**src/rtl/posit_extract_pipe_pkg.sv**
```systemverilog
`default_nettype none
// ---------------------------------------------------------------------------
// posit_defines : default posit geometry, decoded-value struct, width helper
// Rev 1.0
// ---------------------------------------------------------------------------
package posit_defines;

  localparam int DEF_NBITS   = 32;
  localparam int DEF_ES      = 2;
  localparam int DEF_SCALE_W = 8;
  localparam int DEF_FRAC_W  = DEF_NBITS - DEF_ES - 3;

  typedef struct packed {
    logic                          sign;
    logic                          zero;
    logic                          inf;
    logic signed [DEF_SCALE_W-1:0] scale;
    logic [DEF_FRAC_W-1:0]         fraction;
  } posit_dec_t;

  // Width able to hold a regime run length of 1..nbits-1.
  function automatic int posit_cnt_w(input int nbits);
    return $clog2(nbits);
  endfunction

endpackage
`default_nettype wire

```
**src/rtl/posit_regime_count.sv**
```systemverilog
`default_nettype none
// ---------------------------------------------------------------------------
// posit_regime_count : regime run length and consumed width of a posit magnitude
// Rev 1.0
// ---------------------------------------------------------------------------
module posit_regime_count import posit_defines::*; #(
  parameter  int NBITS = DEF_NBITS,
  localparam int MW    = posit_cnt_w(NBITS)
) (
  input  logic [NBITS-2:0] abs_i,
  output logic [MW-1:0]    run_o,
  output logic [MW-1:0]    cw_o
);

  logic          run_live;
  logic [MW-1:0] run_cnt;

  always_comb begin
    run_live = 1'b1;
    run_cnt  = '0;
    for (int i = NBITS-2; i >= 0; i--) begin
      if (run_live && (abs_i[i] == abs_i[NBITS-2])) begin
        run_cnt = run_cnt + MW'(1);
      end else begin
        run_live = 1'b0;
      end
    end
  end

  assign run_o = run_cnt;
  // A run that fills the word has no terminating bit to consume.
  assign cw_o  = (run_cnt == MW'(NBITS-1)) ? MW'(NBITS-1) : run_cnt + MW'(1);

endmodule
`default_nettype wire

```
**src/rtl/posit_extract_pipe.sv**
```systemverilog
`default_nettype none
// ---------------------------------------------------------------------------
// posit_extract_pipe : 3-stage posit decoder with valid/ready backpressure
// Optional counters: POSIT_EXTRACT_STATS_EN.  Rev 1.0
// ---------------------------------------------------------------------------
module posit_extract_pipe import posit_defines::*; #(
  parameter  int NBITS   = DEF_NBITS,
  parameter  int ES      = DEF_ES,
  parameter  int SCALE_W = DEF_SCALE_W,
  localparam int FRAC_W  = NBITS - ES - 3
) (
  input  logic               clk,
  input  logic               reset,
  input  logic               in_valid,
  output logic               in_ready,
  input  logic [NBITS-1:0]   in_data,
  output logic               out_valid,
  input  logic               out_ready,
  output logic               out_sign,
  output logic               out_zero,
  output logic               out_inf,
  output logic [SCALE_W-1:0] out_scale,
  output logic [FRAC_W-1:0]  out_fraction,
  output logic [NBITS-2:0]   out_abs
`ifdef POSIT_EXTRACT_STATS_EN
  ,
  output logic [31:0]        stat_total,
  output logic [31:0]        stat_zero,
  output logic [31:0]        stat_nar
`endif
);

  localparam int MW    = posit_cnt_w(NBITS);
  localparam int REM_W = NBITS - 3;

  if ((2**(SCALE_W-1)) <= ((NBITS-2)*(2**ES) + (2**ES) - 1)) begin : g_scale_w_check
    $error("posit_extract_pipe: SCALE_W too narrow for NBITS/ES");
  end

  logic ld1, ld2, ld3;

  logic             s1_valid_q, s1_sign_q, s1_zero_q, s1_inf_q;
  logic [NBITS-2:0] s1_abs_q, s1_abs_d;

  logic                      s2_valid_q, s2_sign_q, s2_zero_q, s2_inf_q;
  logic [NBITS-2:0]          s2_abs_q;
  logic signed [SCALE_W-1:0] s2_k_q, s2_k_d;
  logic [MW-1:0]             s2_cw_q;

  logic                      s3_valid_q, s3_sign_q, s3_zero_q, s3_inf_q;
  logic [NBITS-2:0]          s3_abs_q;
  logic signed [SCALE_W-1:0] s3_scale_q, s3_scale_d;
  logic [FRAC_W-1:0]         s3_frac_q, s3_frac_d;

  assign ld3      = !s3_valid_q || out_ready;
  assign ld2      = !s2_valid_q || ld3;
  assign ld1      = !s1_valid_q || ld2;
  assign in_ready = ld1;

  assign s1_abs_d = in_data[NBITS-1] ? -in_data[NBITS-2:0] : in_data[NBITS-2:0];

  logic [MW-1:0]             run_len, cons_w;
  logic signed [SCALE_W-1:0] run_ext;

  posit_regime_count #(.NBITS(NBITS)) u_regime (
    .abs_i (s1_abs_q),
    .run_o (run_len),
    .cw_o  (cons_w)
  );

  assign run_ext = SCALE_W'(run_len);
  assign s2_k_d  = s1_abs_q[NBITS-2] ? run_ext - SCALE_W'(1) : -run_ext;

  // At least two regime bits are always consumed, so shift the remainder below them.
  logic [REM_W-1:0]          rem_sh;
  logic signed [SCALE_W-1:0] exp_ext, scale_raw;

  assign rem_sh = s2_abs_q[REM_W-1:0] << (s2_cw_q - MW'(2));

  if (ES > 0) begin : g_exp
    assign exp_ext = SCALE_W'(rem_sh[REM_W-1 -: ES]);
  end else begin : g_no_exp
    assign exp_ext = '0;
  end

  assign scale_raw  = (s2_k_q <<< ES) + exp_ext;
  assign s3_scale_d = (s2_zero_q || s2_inf_q) ? '0 : scale_raw;
  assign s3_frac_d  = (s2_zero_q || s2_inf_q) ? '0 : rem_sh[FRAC_W-1:0];

  always_ff @(posedge clk) begin
    if (reset) begin
      s1_valid_q <= 1'b0; s1_sign_q <= 1'b0; s1_zero_q <= 1'b0; s1_inf_q <= 1'b0;
      s1_abs_q   <= '0;
      s2_valid_q <= 1'b0; s2_sign_q <= 1'b0; s2_zero_q <= 1'b0; s2_inf_q <= 1'b0;
      s2_abs_q   <= '0;   s2_k_q    <= '0;   s2_cw_q   <= '0;
      s3_valid_q <= 1'b0; s3_sign_q <= 1'b0; s3_zero_q <= 1'b0; s3_inf_q <= 1'b0;
      s3_abs_q   <= '0;   s3_scale_q <= '0;  s3_frac_q <= '0;
    end else begin
      if (ld1) begin
        s1_valid_q <= in_valid;
        if (in_valid) begin
          s1_sign_q <= in_data[NBITS-1];
          s1_zero_q <= (in_data == '0);
          s1_inf_q  <= (in_data == {1'b1, {(NBITS-1){1'b0}}});
          s1_abs_q  <= s1_abs_d;
        end
      end
      if (ld2) begin
        s2_valid_q <= s1_valid_q;
        if (s1_valid_q) begin
          s2_sign_q <= s1_sign_q;
          s2_zero_q <= s1_zero_q;
          s2_inf_q  <= s1_inf_q;
          s2_abs_q  <= s1_abs_q;
          s2_k_q    <= s2_k_d;
          s2_cw_q   <= cons_w;
        end
      end
      if (ld3) begin
        s3_valid_q <= s2_valid_q;
        if (s2_valid_q) begin
          s3_sign_q  <= s2_sign_q;
          s3_zero_q  <= s2_zero_q;
          s3_inf_q   <= s2_inf_q;
          s3_abs_q   <= s2_abs_q;
          s3_scale_q <= s3_scale_d;
          s3_frac_q  <= s3_frac_d;
        end
      end
    end
  end

  assign out_valid    = s3_valid_q;
  assign out_sign     = s3_sign_q;
  assign out_zero     = s3_zero_q;
  assign out_inf      = s3_inf_q;
  assign out_scale    = s3_scale_q;
  assign out_fraction = s3_frac_q;
  assign out_abs      = s3_abs_q;

`ifdef POSIT_EXTRACT_STATS_EN
  logic [31:0] stat_total_q, stat_zero_q, stat_nar_q;
  logic        emit;

  assign emit = out_valid && out_ready;

  always_ff @(posedge clk) begin
    if (reset) begin
      stat_total_q <= '0;
      stat_zero_q  <= '0;
      stat_nar_q   <= '0;
    end else if (emit) begin
      if (stat_total_q != '1)             stat_total_q <= stat_total_q + 32'd1;
      if (out_zero && stat_zero_q != '1)  stat_zero_q  <= stat_zero_q + 32'd1;
      if (out_inf && stat_nar_q != '1)    stat_nar_q   <= stat_nar_q + 32'd1;
    end
  end

  assign stat_total = stat_total_q;
  assign stat_zero  = stat_zero_q;
  assign stat_nar   = stat_nar_q;
`endif

endmodule
`default_nettype wire

```
**config.mk**
```make
export PLATFORM = sky130hd
export DESIGN_NAME = posit_extract_pipe
export DESIGN_NICKNAME = d
export VERILOG_FILES = /design/src/rtl/posit_extract_pipe_pkg.sv /design/src/rtl/posit_regime_count.sv /design/src/rtl/posit_extract_pipe.sv
export SDC_FILE = /design/constraint.sdc
export NUM_CORES = 1
export LEC_CHECK = 0
export ABC_AREA = 0
export BUFFER_PORTS_ARGS = -buffer_cell sky130_fd_sc_hd__buf_2
export CAP_MARGIN = 10
export CORE_MARGIN = 5
export CORE_UTILIZATION = 55
export DETAILED_ROUTE_END_ITERATION = 12
export GPL_ROUTABILITY_DRIVEN = 1
export PLACE_DENSITY_LB_ADDON = 0.3
export SYNTH_ARGS = -nofsm -noshare
export SYNTH_HDL_FRONTEND = slang
export SYNTH_SLANG_ARGS = --single-unit
```
**constraint.sdc**
```tcl
create_clock -name clk -period 24.8 [get_ports clk]
set_input_delay 1.24 -clock clk [delete_from_list [all_inputs] [get_ports clk]]
set_output_delay 1.24 -clock clk [all_outputs]
set_load 0.03 [all_outputs]
```
# Yosys cells after proc, flatten, opt, wreduce, memory -nomap -nowiden
# Index checks and enable logic that the tools add are counted.
# word_totals
latchBits	0
reg_bits	151
romBits	0
ram_bits	0
wordCells	191
output_inout_bits	71
mem_count	0
# op_classes
n_mul	0
div	0
eq_ne	32
n_bitwise	0
n_mux	64
order_cmp	0
n_shift	1
n_reduce_logical	40
n_addsub	35
# op_table
cell	count
adder 5 x 1 -> 5 bit (second input constant)	30
2-to-1 mux 5 bit	30
equality test 32 bit (second input constant)	1
zero test 32 bit	1
2-to-1 mux 31 bit	1
negator 31 bit	1
equality test 1 bit	30
logical AND 1 bit	29
2-to-1 mux 1 bit	29
left shift 29 x 5 -> 29 bit	1
2-to-1 mux 27 bit	1
adder 8 x 3 -> 8 bit	1
2-to-1 mux 8 bit	1
2-to-1 mux 6 bit	1
negator 5 -> 6 bit	1
AND reduction 2 bit	3
subtractor 5 x 1 -> 6 bit (second input constant)	1
equality test 5 bit (second input constant)	1
subtractor 5 x 2 -> 5 bit (second input constant)	1
logical OR 1 bit	4
zero test 1 bit	3
2-to-1 mux 2 bit	1

# Depth between registers and ports, before layout
# logic_depth
ltp_word	62
ltp_mapped	79

# By module
# From an unflattened synthesis, not the netlist that was laid out.
# unflattened
cells_unflattened	1546
hier_area_um2	11835.1
# by_module_without_submodules
module	seq_area_each_um2	instances	cells_each	area_each_um2
posit_extract_pipe	3022.9	1	874	7418.4
posit_regime_count	0.0	1	672	4416.7

# Worst setup path before layout
# Ideal clock, no wire load.
# synth_timing
kind	register to register
startpoint	register s1_abs_q[30]
endpoint	register s2_cw_q[0]
path_slack_ns	11.283
t_arrival_ns	13.372
setup_time_ns	0.146
stages_incl_launch_ff	77
path_buffers	9
path_cell_list	dfxtp_1 > buf_4 > buf_4 > buf_4 > buf_2 > buf_1 > clkbuf_1 > clkbuf_1 > clkbuf_1 > buf_1 > nor3_1 > a21oi_1 > ha_1 > nand2_1 > nand2_1 > ha_1 > inv_1 > a21oi_1 > [41 not listed] > nor2_1 > a21oi_1 > ha_1 > nor3_1 > a31oi_1 > o221ai_1 > o21ai_0 > ha_1 > or3_1 > o311ai_0 > a21oi_1 > a21boi_0 > inv_1 > ha_1 > inv_1 > nor2_1 > a31oi_1 > a221oi_1
# synth_between
elab_chain_len	62
elab_cells_between_ends	150
classes_between	add/sub (30); eq/ne (31); mux (60); reduce/logical (29)
# synth_lines
item	line_no	text
start: declaration	posit_extract_pipe.sv:43	logic [NBITS-2:0] s1_abs_q, s1_abs_d;
start signal: assignment	posit_extract_pipe.sv:105	s1_abs_q <= s1_abs_d;
equality test 1 bit	posit_regime_count.sv:22	if (run_live && (abs_i[i] == abs_i[NBITS-2])) begin
2-to-1 mux 2 bit / 2-to-1 mux 1 bit (equally long branches)	posit_regime_count.sv:22	
adder 5 x 1 -> 5 bit / logical AND 1 bit (equally long branches)	posit_regime_count.sv:23, posit_regime_count.sv:22	
2-to-1 mux 5 bit / 2-to-1 mux 1 bit (equally long branches)	posit_regime_count.sv:22	
adder 5 x 1 -> 5 bit / logical AND 1 bit (equally long branches)	posit_regime_count.sv:23, posit_regime_count.sv:22	
2-to-1 mux 5 bit / 2-to-1 mux 1 bit (equally long branches)	posit_regime_count.sv:22	
adder 5 x 1 -> 5 bit / logical AND 1 bit (equally long branches)	posit_regime_count.sv:23, posit_regime_count.sv:22	
2-to-1 mux 5 bit / 2-to-1 mux 1 bit (equally long branches)	posit_regime_count.sv:22	
[46 not listed]	-	
adder 5 x 1 -> 5 bit / logical AND 1 bit (equally long branches)	posit_regime_count.sv:23, posit_regime_count.sv:22	
2-to-1 mux 5 bit / 2-to-1 mux 1 bit (equally long branches)	posit_regime_count.sv:22	
adder 5 x 1 -> 5 bit / logical AND 1 bit (equally long branches)	posit_regime_count.sv:23, posit_regime_count.sv:22	
2-to-1 mux 5 bit / 2-to-1 mux 1 bit (equally long branches)	posit_regime_count.sv:22	
adder 5 x 1 -> 5 bit / logical AND 1 bit (equally long branches)	posit_regime_count.sv:23, posit_regime_count.sv:22	
2-to-1 mux 5 bit *	posit_regime_count.sv:22	
adder 5 x 1 -> 5 bit / equality test 5 bit (equally long branches)	posit_regime_count.sv:32	assign cw_o = (run_cnt == MW'(NBITS-1)) ? MW'(NBITS-1) : run_cnt + MW'(1);
2-to-1 mux 5 bit *	posit_regime_count.sv:32	
end signal: assignment	posit_extract_pipe.sv:116	s2_cw_q <= cons_w;
end: declaration	posit_extract_pipe.sv:48	logic [MW-1:0] s2_cw_q;
# Every way passes the cells marked *; elsewhere a longest branch is shown, timed or not.
# A chain may end at the register's enable or synchronous reset.

# Final worst setup path
# Same ends and word-level chain as after synthesis.

==> impl_metrics.json <==
{
  "report.final.slew_viol_count": 0,
  "slew_headroom": 0.1902,
  "async_flop_share": 0,
  "vias_per_cell": 6.175,
  "critPathKind": "reg2reg",
  "ioPinCount": 107,
  "hold_buffers": 0,
  "seqCellArea_sq_um": 3025,
  "synth-main-ff-cell": "dfxtp_1",
  "rsz0062_at_grt": "false",
  "worstPathMaxFanout": 26,
  "synth_edf_count": 0,
  "grt_pass1_vias": 10220,
  "period_needed_ns": 13.59,
  "syn_inst": 1465,
  "synthesis.nets": 1532,
  "overflow": 0,
  "grt_pass1_wl_microns": 50710,
  "core_sq_um": 20040,
  "cts.sinks": 151,
  "start_kind": "flop",
  "clk_path_buf_depth": 2,
  "holdCritPathClass": "reg2reg",
  "post-cts-setup-buffer-count": 0,
  "min_period_over_period": 0.5482,
  "slowest_delay_ns": 0.66,
  "crit_top_cell": "ha_1",
  "hold_viol_final": 0,
  "p_leak_uw": 0.004700,
  "crit_required_ns": 25.07,
  "synthToLayoutAreaGrowth_pct": 10.00,
  "multi_input_area_sq_um": 7587,
  "cts_resized": 0,
  "die-area_sq_um": 23140,
  "num_vias": 10990,
  "max_freq_ghz": 0.07356,
  "dp_hpwl_microns": 22550,
  "numCtsBuffers": 17,
  "tritoncts": "done",
  "clkLatencyLatePin_ns": 0.44,
  "drtAntennaViolNets": 0,
  "final_common_cell": "nand2_1",
  "nFillCells": 1864,
  "final_cell_mix": "nand2_1, dfxtp_1, a21oi_1, nor2_1, buf_2",
  "syn_avg_cell_area_sq_um": 7.584,
  "grt_max_degree": 82,
  "grt_use_total": 0.2568,
  "initial_core_util": 0.5544,
  "row_count": 52,
  "cp-end-kind": "flop",
  "cts-root-buf": "clkbuf_16",
  "maxCapViolCount": 0,
  "netlist_area_sq_um": 11110,
  "num_antenna_cells": 0,
  "place_congestion": 0.9365,
  "wl_per_cell_microns": 17.23,
  "fin_skew_ns": 0.01177,
  "drive_gt1_frac": 0.1392,
  "ys_ff_latch": 151,
  "clk_pin_slew_ns": 0.07,
  "h-tree-depth": 4,
  "fin_hold_ws_ns": 0.4504,
  "cp.arrival_ns": 13.86,
  "synth_cell_type_count": 96,
  "yosys_warnings": 0,
  "die_h_microns": 152.1,
  "antenna_found_initial": 0,
  "p_per_area_nw_per_um2": 67.67,
  "drt_iter0_drc": 1026,
  "io_buffer_count": 106,
  "crit_slowest_cell": "dfxtp_2",
  "outcome": "finished, final reports clean",
  "tightest_slew_ns": 1.204,
  "fin_setup_tns_ns": 0,
  "fp.dieW_microns": 152.1,
  "ir_drop_mv": 0.05757,
  "route.detailed.drc": 0,
  "dr.pass1.iters": 6,
  "drt_wl_total_microns": 30650,
  "final_nets": 1563,
  "yosysSeqAreaShare": 0.2721,
  "setup_viol": 0,
  "rrSetupSlack_ns": 11.21
}
-- final timing paths --
| kind | from | end | depth (start not counted) |
|---|---|---|---|
| worst min-delay path | out_abs[12] | out_abs[12] | 2 |
| worst min register to register | out_abs[12] | out_abs[12] | 2 |
| worst max register to register | s1_abs_q[30] | s2_cw_q[0] | 66 |
| worst max-delay path | s1_abs_q[30] | s2_cw_q[0] | 66 |
-- final cells by class --
type / instances / area share
inverters: 32 / 0.009828
repair buffers: 114 / 0.04853
flip-flops and latches: 151 / 0.2475
clock inverters: 14 / 0.01054
well taps: 270 / 0.02764
multi-input cells: 1180 / 0.6208
clock buffers: 18 / 0.03511
-- registers in the layout, summed over array words and instances (netlist names) --
| signal | cells |
|---|---|
| out_abs | 31 |
| out_fraction | 27 |
| out_inf | 1 |
| out_scale | 8 |
| out_sign | 1 |
| out_valid | 1 |
| out_zero | 1 |
| s1_abs_q | 31 |
| s1_inf_q | 1 |
| s1_sign_q | 1 |
| s1_valid_q | 1 |
| s1_zero_q | 1 |
| s2_abs_q | 31 |
| s2_cw_q | 5 |
| s2_inf_q | 1 |
| s2_k_q | 6 |
| s2_sign_q | 1 |
| s2_valid_q | 1 |
| s2_zero_q | 1 |
-- cells in the mapped netlist (10+ instances only) --
master,n,area share
nand4_1,10,0.0056
nor2_1,127,0.043
buf_1,10,0.0034
nor2b_1,16,0.0090
o211ai_1,11,0.0074
xor2_1,45,0.035
or2_2,10,0.0056
or3_1,18,0.010
o31ai_1,11,0.0074
o21ai_0,61,0.027
dfxtp_1,151,0.27
ha_1,31,0.035
xnor2_1,45,0.035
and3_1,14,0.0079
nand3_1,34,0.015
inv_1,30,0.010
mux2i_1,40,0.036
a22oi_1,25,0.017
nand2b_1,12,0.0068
and2_1,20,0.011
a21oi_1,134,0.060
a211oi_1,40,0.027
a31oi_1,10,0.0056
nand2_1,259,0.087
mux2_2,17,0.017
nor3_1,24,0.011
o22ai_1,12,0.0068
clkbuf_1,83,0.028
-- metrics by stage --
| step | instances | power, uW | instance area [sq um] | utilization | setup slack (ns) |
|---|---|---|---|---|---|
| 2_1_floorplan | 1465 | 512.2 | 11110 | - | 11.28 |
| 3_3_place_gp | 1747 | 566.1 | 11660 | 0.5820 | 12.03 |
| 3_5_place_dp | 1747 | 573.4 | 11660 | 0.5820 | 11.55 |
| 4_1_cts | 1779 | 824.2 | 12220 | 0.6099 | 11.44 |
| 5_1_grt | 1779 | 876.2 | 12220 | 0.6099 | 9.879 |
| 6_report | 1779 | 827.0 | 12220 | 0.6099 | 11.21 |
-- critical path, delay by kind of cell, from the launching register on --
| family | cells | cell delay (ns) |
|---|---|---|
| and+or+nand+nor | 14 | 1.52 |
| AOI/OAI and AO/OA | 29 | 5.32 |
| buffers and inverters | 6 | 0.62 |
| DFF | 1 | 0.66 |
| muxes | 2 | 0.57 |
| adders and majority gates | 15 | 4.68 |
-- power by group --
part	switching, uW	internal (uW)	total, uW
logic	180	125	305
clock network	119	132	251
registers	19.5	252	271
total	318	509	827
-- per-layer routing --
| metal | GRT usage | share of wire | wire length (microns) | vias to the layer above |
|---|---|---|---|---|
| li1 | - | - | - | 5308 |
| met1 | 0.3335 | 0.43 | 13140 | 5189 |
| met2 | 0.4274 | 0.47 | 14380 | 404 |
| met3 | 0.04942 | 0.069 | 2113 | 84 |
| met4 | 0.09161 | 0.033 | 1019 | 0 |
| met5 | 0 | 0 | 0 | - |
-- cell families after synthesis --
| kind of cell | count (synthesis) | synth area share |
|---|---|---|
| simple gates | 575 | 0.2367 |
| compound gates | 400 | 0.2378 |
| flops | 151 | 0.2721 |
| buf+inv | 134 | 0.04752 |
| xor+xnor | 103 | 0.09719 |
| mux | 64 | 0.06745 |
| fa+ha+maj | 38 | 0.04122 |
Power figures use the tool's default switching activity.
